==> config.mk <==
export PLATFORM = sky130hd
export DESIGN_NAME = barrido_teclado
export DESIGN_NICKNAME = d
export VERILOG_FILES = /design/src/rtl/barrido_pkg.sv /design/src/rtl/anillo_param.sv /design/src/rtl/barrido_teclado.sv
export SDC_FILE = /design/constraint.sdc
export NUM_CORES = 1
export LEC_CHECK = 0
export BUFFER_PORTS_ARGS = -buffer_cell sky130_fd_sc_hd__buf_2
export CORE_UTILIZATION = 43
export CTS_CLUSTER_DIAMETER = 40
export DETAILED_ROUTE_END_ITERATION = 10
export PLACE_DENSITY = 0.6
export SLEW_MARGIN = 20
export SYNTH_ARGS = -nofsm -noshare
export SYNTH_HDL_FRONTEND = slang
export SYNTH_HIERARCHICAL = 1
export SYNTH_SLANG_ARGS = --single-unit
==> constraint.sdc <==
create_clock -name clk -period 5.1 [get_ports clk]
set_input_delay 0.51 -clock clk [delete_from_list [all_inputs] [get_ports clk]]
set_output_delay 0.51 -clock clk [all_outputs]
set_load 0.01 [all_outputs]
==> src/rtl/barrido_pkg.sv <==
// Shared types and helpers for the matrix-keypad scanner.
// Holds the FSM state encoding and the lowest-set-column priority encoder.
package barrido_pkg;

    typedef enum logic [1:0] {
        SCAN,
        PRESS_DB,
        REPORT,
        RELEASE_DB
    } estado_t;

    localparam int unsigned MAX_COLS = 32;

    function automatic logic [4:0] lowest_set(input logic [MAX_COLS-1:0] col);
        lowest_set = '0;
        for (int i = MAX_COLS - 1; i >= 0; i--) begin
            if (col[i]) lowest_set = 5'(i);
        end
    endfunction

endpackage

==> src/rtl/anillo_param.sv <==
// Parametrised one-hot ring counter; loads 0..01 on reset and only rotates,
// so exactly one bit is ever set.
module anillo_param #(
    parameter int N = 4
) (
    input  logic         clk,
    input  logic         rst,
    input  logic         advance,
    output logic [N-1:0] q
);

    logic [N-1:0] r_q;

    always_ff @(posedge clk or posedge rst) begin
        if (rst) begin
            r_q <= N'(1);
        end else if (advance) begin
            r_q <= {r_q[N-2:0], r_q[N-1]};
        end
    end

    assign q = r_q;

endmodule

==> src/rtl/barrido_teclado.sv <==
// Matrix-keypad scanner: rotating row drive, debounced press/release,
// one key code per press over a valid/ready handshake.
module barrido_teclado
    import barrido_pkg::*;
#(
    parameter  int ROWS       = 4,
    parameter  int COLS       = 4,
    parameter  int SCAN_DIV   = 4,
    parameter  int DEBOUNCE   = 3,
    parameter  bit ACTIVE_LOW = 1'b0,
    localparam int KW         = $clog2(ROWS * COLS)
) (
    input  logic            clk,
    input  logic            rst,
    input  logic            en,
    input  logic [COLS-1:0] col_in,
    output logic [ROWS-1:0] fila,
    output logic [KW-1:0]   key_code,
    output logic            key_valid,
    input  logic            key_ready
);

    localparam int DW = $clog2(SCAN_DIV);
    localparam int CW = $clog2(DEBOUNCE + 1);

    logic [COLS-1:0] r_sync1;
    logic [COLS-1:0] r_sync2;
    logic [DW-1:0]   r_div;
    estado_t         r_state;
    logic [CW-1:0]   r_cnt;
    logic [4:0]      r_col;
    logic [KW-1:0]   r_key_code;
    logic            r_key_valid;

    logic [COLS-1:0] w_colh;
    logic [ROWS-1:0] w_ring;
    logic [4:0]      w_low;
    logic [KW-1:0]   w_code;
    logic            w_tick;
    logic            w_any;
    logic            w_hit;
    logic            w_done;
    logic            w_adv;
    int              w_row;

    always_ff @(posedge clk or posedge rst) begin
        if (rst) begin
            r_sync1 <= '0;
            r_sync2 <= '0;
        end else begin
            r_sync1 <= col_in;
            r_sync2 <= r_sync1;
        end
    end

    assign w_colh = ACTIVE_LOW ? ~r_sync2 : r_sync2;

    always_ff @(posedge clk or posedge rst) begin
        if (rst) begin
            r_div <= '0;
        end else if (en) begin
            r_div <= (r_div == DW'(SCAN_DIV - 1)) ? '0 : r_div + 1'b1;
        end
    end

    assign w_tick = en && (r_div == DW'(SCAN_DIV - 1));
    assign w_any  = |w_colh;
    assign w_low  = lowest_set(MAX_COLS'(w_colh));
    assign w_hit  = |(w_colh & (COLS'(1) << r_col));
    assign w_done = (r_cnt == CW'(DEBOUNCE));

    // Ring only moves while idle-scanning or when a press is rejected as bounce
    always_comb begin
        w_adv = 1'b0;
        if (w_tick) begin
            unique case (r_state)
                SCAN:     w_adv = !w_any;
                PRESS_DB: w_adv = !w_done && !w_hit;
                default:  w_adv = 1'b0;
            endcase
        end
    end

    always_comb begin
        w_row = 0;
        for (int i = 0; i < ROWS; i++) begin
            if (w_ring[i]) w_row = i;
        end
    end

    assign w_code = KW'(w_row * COLS + int'(r_col));

    anillo_param #(
        .N(ROWS)
    ) u_anillo (
        .clk    (clk),
        .rst    (rst),
        .advance(w_adv),
        .q      (w_ring)
    );

    always_ff @(posedge clk or posedge rst) begin
        if (rst) begin
            r_state     <= SCAN;
            r_cnt       <= '0;
            r_col       <= '0;
            r_key_valid <= 1'b0;
            r_key_code  <= '0;
        end else begin
            unique case (r_state)
                SCAN: begin
                    if (w_tick && w_any) begin
                        r_state <= PRESS_DB;
                        r_col   <= w_low;
                        r_cnt   <= CW'(1);
                    end
                end
                PRESS_DB: begin
                    if (w_done) begin
                        r_state     <= REPORT;
                        r_key_valid <= 1'b1;
                        r_key_code  <= w_code;
                    end else if (w_tick) begin
                        if (w_hit) begin
                            r_cnt <= r_cnt + 1'b1;
                        end else begin
                            r_state <= SCAN;
                            r_cnt   <= '0;
                        end
                    end
                end
                REPORT: begin
                    if (r_key_valid && key_ready) begin
                        r_key_valid <= 1'b0;
                        r_state     <= RELEASE_DB;
                        r_cnt       <= '0;
                    end
                end
                RELEASE_DB: begin
                    if (w_tick) begin
                        if (w_any) begin
                            r_cnt <= '0;
                        end else if (r_cnt == CW'(DEBOUNCE - 1)) begin
                            r_state <= SCAN;
                            r_cnt   <= '0;
                        end else begin
                            r_cnt <= r_cnt + 1'b1;
                        end
                    end
                end
                default: r_state <= SCAN;
            endcase
        end
    end

    assign fila      = ACTIVE_LOW ? ~w_ring : w_ring;
    assign key_code  = r_key_code;
    assign key_valid = r_key_valid;

endmodule

==> impl_metrics.py <==
metrics = {
    "status": {
        "status": "complete, no violations",
    },
    "clock_network": {
        "cts_resized": 0,
        "cts_tree": "done",
        "h-tree-depth": 1,
        "cts_root_buf": "clkbuf_4",
        "postCtsSetupBuffers": 0,
        "cts.path.max_buffers": 2,
        "cts_inserted_buffers": 3,
        "clock_latency_ns": 0.31,
        "clk_pin_slew_worst_paths_ns": 0.13,
        "cts_hold_buf": 0,
        "cts.sinks": 25,
    },
    "sta": {
        "max-slew-margin-rel_pct": 48.81,
        "post-route-period-util_pct": 40.97,
        "finalSetupViolations": 0,
        "slew_violations": 0,
        "fin_ws_ns": 3.010,
        "tightest_slew_ns": 0.7670,
        "fmax_ghz": 0.4786,
        "tns_ns": 0,
        "rsz0062_at_grt": "false",
        "period_minus_slack_ns": 2.090,
        "hold_viol": 0,
        "finClkSkew_ns": 0.004365,
    },
    "detailed_routing": {
        "route.detailed.drc": 0,
        "dr.pass1.iters": 4,
        "drt_wl_total_um": 1820,
        "via_per_inst": 5.201,
        "final_antenna_net_count": 0,
        "drtIter0Drc": 10,
        "num_vias": 749,
        "drt-wirelength-per-cell_um": 12.64,
    },
    "floorplanning": {
        "core_mm2": 0.002500,
        "die_area_mm2": 0.002894,
        "fp.dieW_um": 53.80,
        "ios": 17,
        "fp.dieH_um": 53.80,
        "rows": 18,
        "initial_core_util_pct": 46.15,
    },
    "job": {
        "max_cap_violations": 0,
    },
    "global_routing": {
        "antenna_found_initial": 0,
        "grt_pass1_wl_um": 2932,
        "grt_pass1_vias": 651,
        "grt_start_max_net_pins": 22,
        "grt.overflow.total": 0,
        "track_usage_pct": 14.80,
    },
    "logic_synthesis": {
        "synth_ff_type": "dfrtp_1",
        "synth_edf_count": 0,
        "ys_ff_latch": 25,
        "syn_area_mm2": 0.001154,
        "synth_cells": 96,
        "syn_nets": 109,
        "yosysWarnings": 6,
        "avgSynthCellArea_um2": 12.02,
        "synthArstFlopShare_pct": 100.0,
        "synth-seq-area-share_pct": 54.34,
        "yosysUniqueCellTypes": 27,
    },
    "placement": {
        "port_buffers": 16,
        "place_congestion": 0.7807,
        "dp_slack_ns": 3.024,
        "place_hpwl_um": 1349,
    },
    "setup_path": {
        "critPathKind": "flop to flop",
        "critPathLaunchType": "flop",
        "cp-end-kind": "flop",
        "rr_startpoint": "r_sync2[3]$_DFF_PP0_",
        "critPathLaunch": "r_sync2[3]$_DFF_PP0_",
        "worst-path-max-fanout": 4,
        "cp_data_required_time_ns": 5.31,
        "cp.arrival_ns": 2.30,
    },
    "layout": {
        "drive_gt1_share_pct": 31.58,
        "syn_to_final_growth_pct": 11.93,
        "n_antenna_cell": 0,
        "nets": 128,
    },
    "pwr": {
        "ir_worst_vdd_v": 0.0002194,
        "p_per_area_mw_per_mm2": 293.4,
        "power.leakage_nw": 0.6343,
    },
    "worst_hold_path": {
        "hold_path.class": "input pin to async pin",
    },
}
placed cells by master, fill, tap and decap left out:
master and count:
dfrtp_1 24, or4_4 1, dfstp_2 1, o21ai_0 5
nand2_2 1, nand3_1 1, clkbuf_4 3, and3b_1 1
mux2_4 2, a311oi_1 1, o211ai_1 1, nor4_4 1
mux2_1 1, nand3b_1 2, a21oi_1 8, mux2_2 8
ha_1 5, a21o_1 1, nand4_1 2, o311ai_4 1
and3_1 1, o21ai_1 1, nor2_1 7, buf_2 16
inv_1 8, nor3_1 5, clkinv_2 1, nand2_1 4
mux4_2 1
worst paths after layout:
check                                                  to  slack (ns)  depth (start not counted)
max in group asynchronous         key_code[3]$_DFFE_PP0P_        4.30                          2
worst min-delay path            u_anillo/q[1]$_DFFE_PP0P_        0.07                          2
worst min register to register       r_sync2[2]$_DFF_PP0_        0.36                          0
worst max-delay path            u_anillo/q[3]$_DFFE_PP0P_        3.01                          5
min in group clk                     r_sync1[1]$_DFF_PP0_        0.29                          1
worst max register to register  u_anillo/q[3]$_DFFE_PP0P_        3.01                          5
layout make-up:
cell class                      count  area, um^2
Timing Repair Buffer               16       80.08
Clock buffer                        3       22.52
Fill cell                         214        1209
Inverter                            8       30.03
Multi-Input combinational cell     61       489.2
Tap cell                           30       37.54
Clock inverter                      1       5.005
Sequential cell                    25       626.9
layer usage:
metal | routed length, um | track usage [%]
met2 | 849 | 22.43
met4 | 22 | 7.895
met1 | 906 | 19.46
met5 | 0 | 0
met3 | 42 | 3.390
worst max-delay path: stages (launching register included):
cell	delay, ns
dfrtp_1	0.45
mux4_2	0.53
nor3_1	0.15
a21oi_1	0.06
nor3_1	0.40
mux2_2	0.40
sequential cells by signal, summed over array words and instances (netlist names), named ones only:
name and flops:
r_col 2, u_anillo/q 4, key_valid 1, key_code 4, r_state 1, r_sync2 4, r_cnt 2, r_div 2
r_sync1 4
cells by family after synthesis:
| logic type | after synthesis | share of synthesized area [%] |
|---|---|---|
| simple gates | 26 | 13.23 |
| flops | 25 | 54.34 |
| compound gates | 18 | 10.41 |
| mux | 12 | 13.34 |
| buf+inv | 10 | 3.254 |
| fa+ha+maj | 5 | 5.423 |
cell usage after synthesis (2+ instances only):
master | instances | area (um^2)
nor3_1 | 5 | 25.02
clkbuf_1 | 2 | 7.510
nand3b_1 | 2 | 15.01
nand2_1 | 4 | 15.01
a21oi_1 | 8 | 40.04
nand4_1 | 2 | 12.51
mux2_2 | 8 | 90.09
dfrtp_1 | 24 | 600.6
nor2_1 | 7 | 26.28
ha_1 | 5 | 62.56
mux2_4 | 2 | 30.03
inv_1 | 8 | 30.03
o21ai_0 | 5 | 25.02
metrics by stage:
stage          instances  area, um^2  hold slack [ns]  power, mW  util, %
2_1_floorplan         96        1154           0.2754     0.2827        -
3_3_place_gp         140        1264           0.3339     0.2953    50.55
3_5_place_dp         140        1264           0.3347     0.2984    50.55
4_1_cts              144        1291          0.04419     0.3879    51.65
5_1_grt              144        1291          0.05174     0.4071    51.65
6_report             144        1291          0.06600     0.3789    51.65
report_power, final:
| part | internal (mW) | total [mW] | switching [mW] |
|---|---|---|---|
| combinational | 0.0341 | 0.0660 | 0.0319 |
| clock | 0.0293 | 0.0853 | 0.0560 |
| sequential | 0.213 | 0.228 | 0.0142 |
| total | 0.277 | 0.379 | 0.102 |
Note: power is estimated with default switching activity, not from simulation.
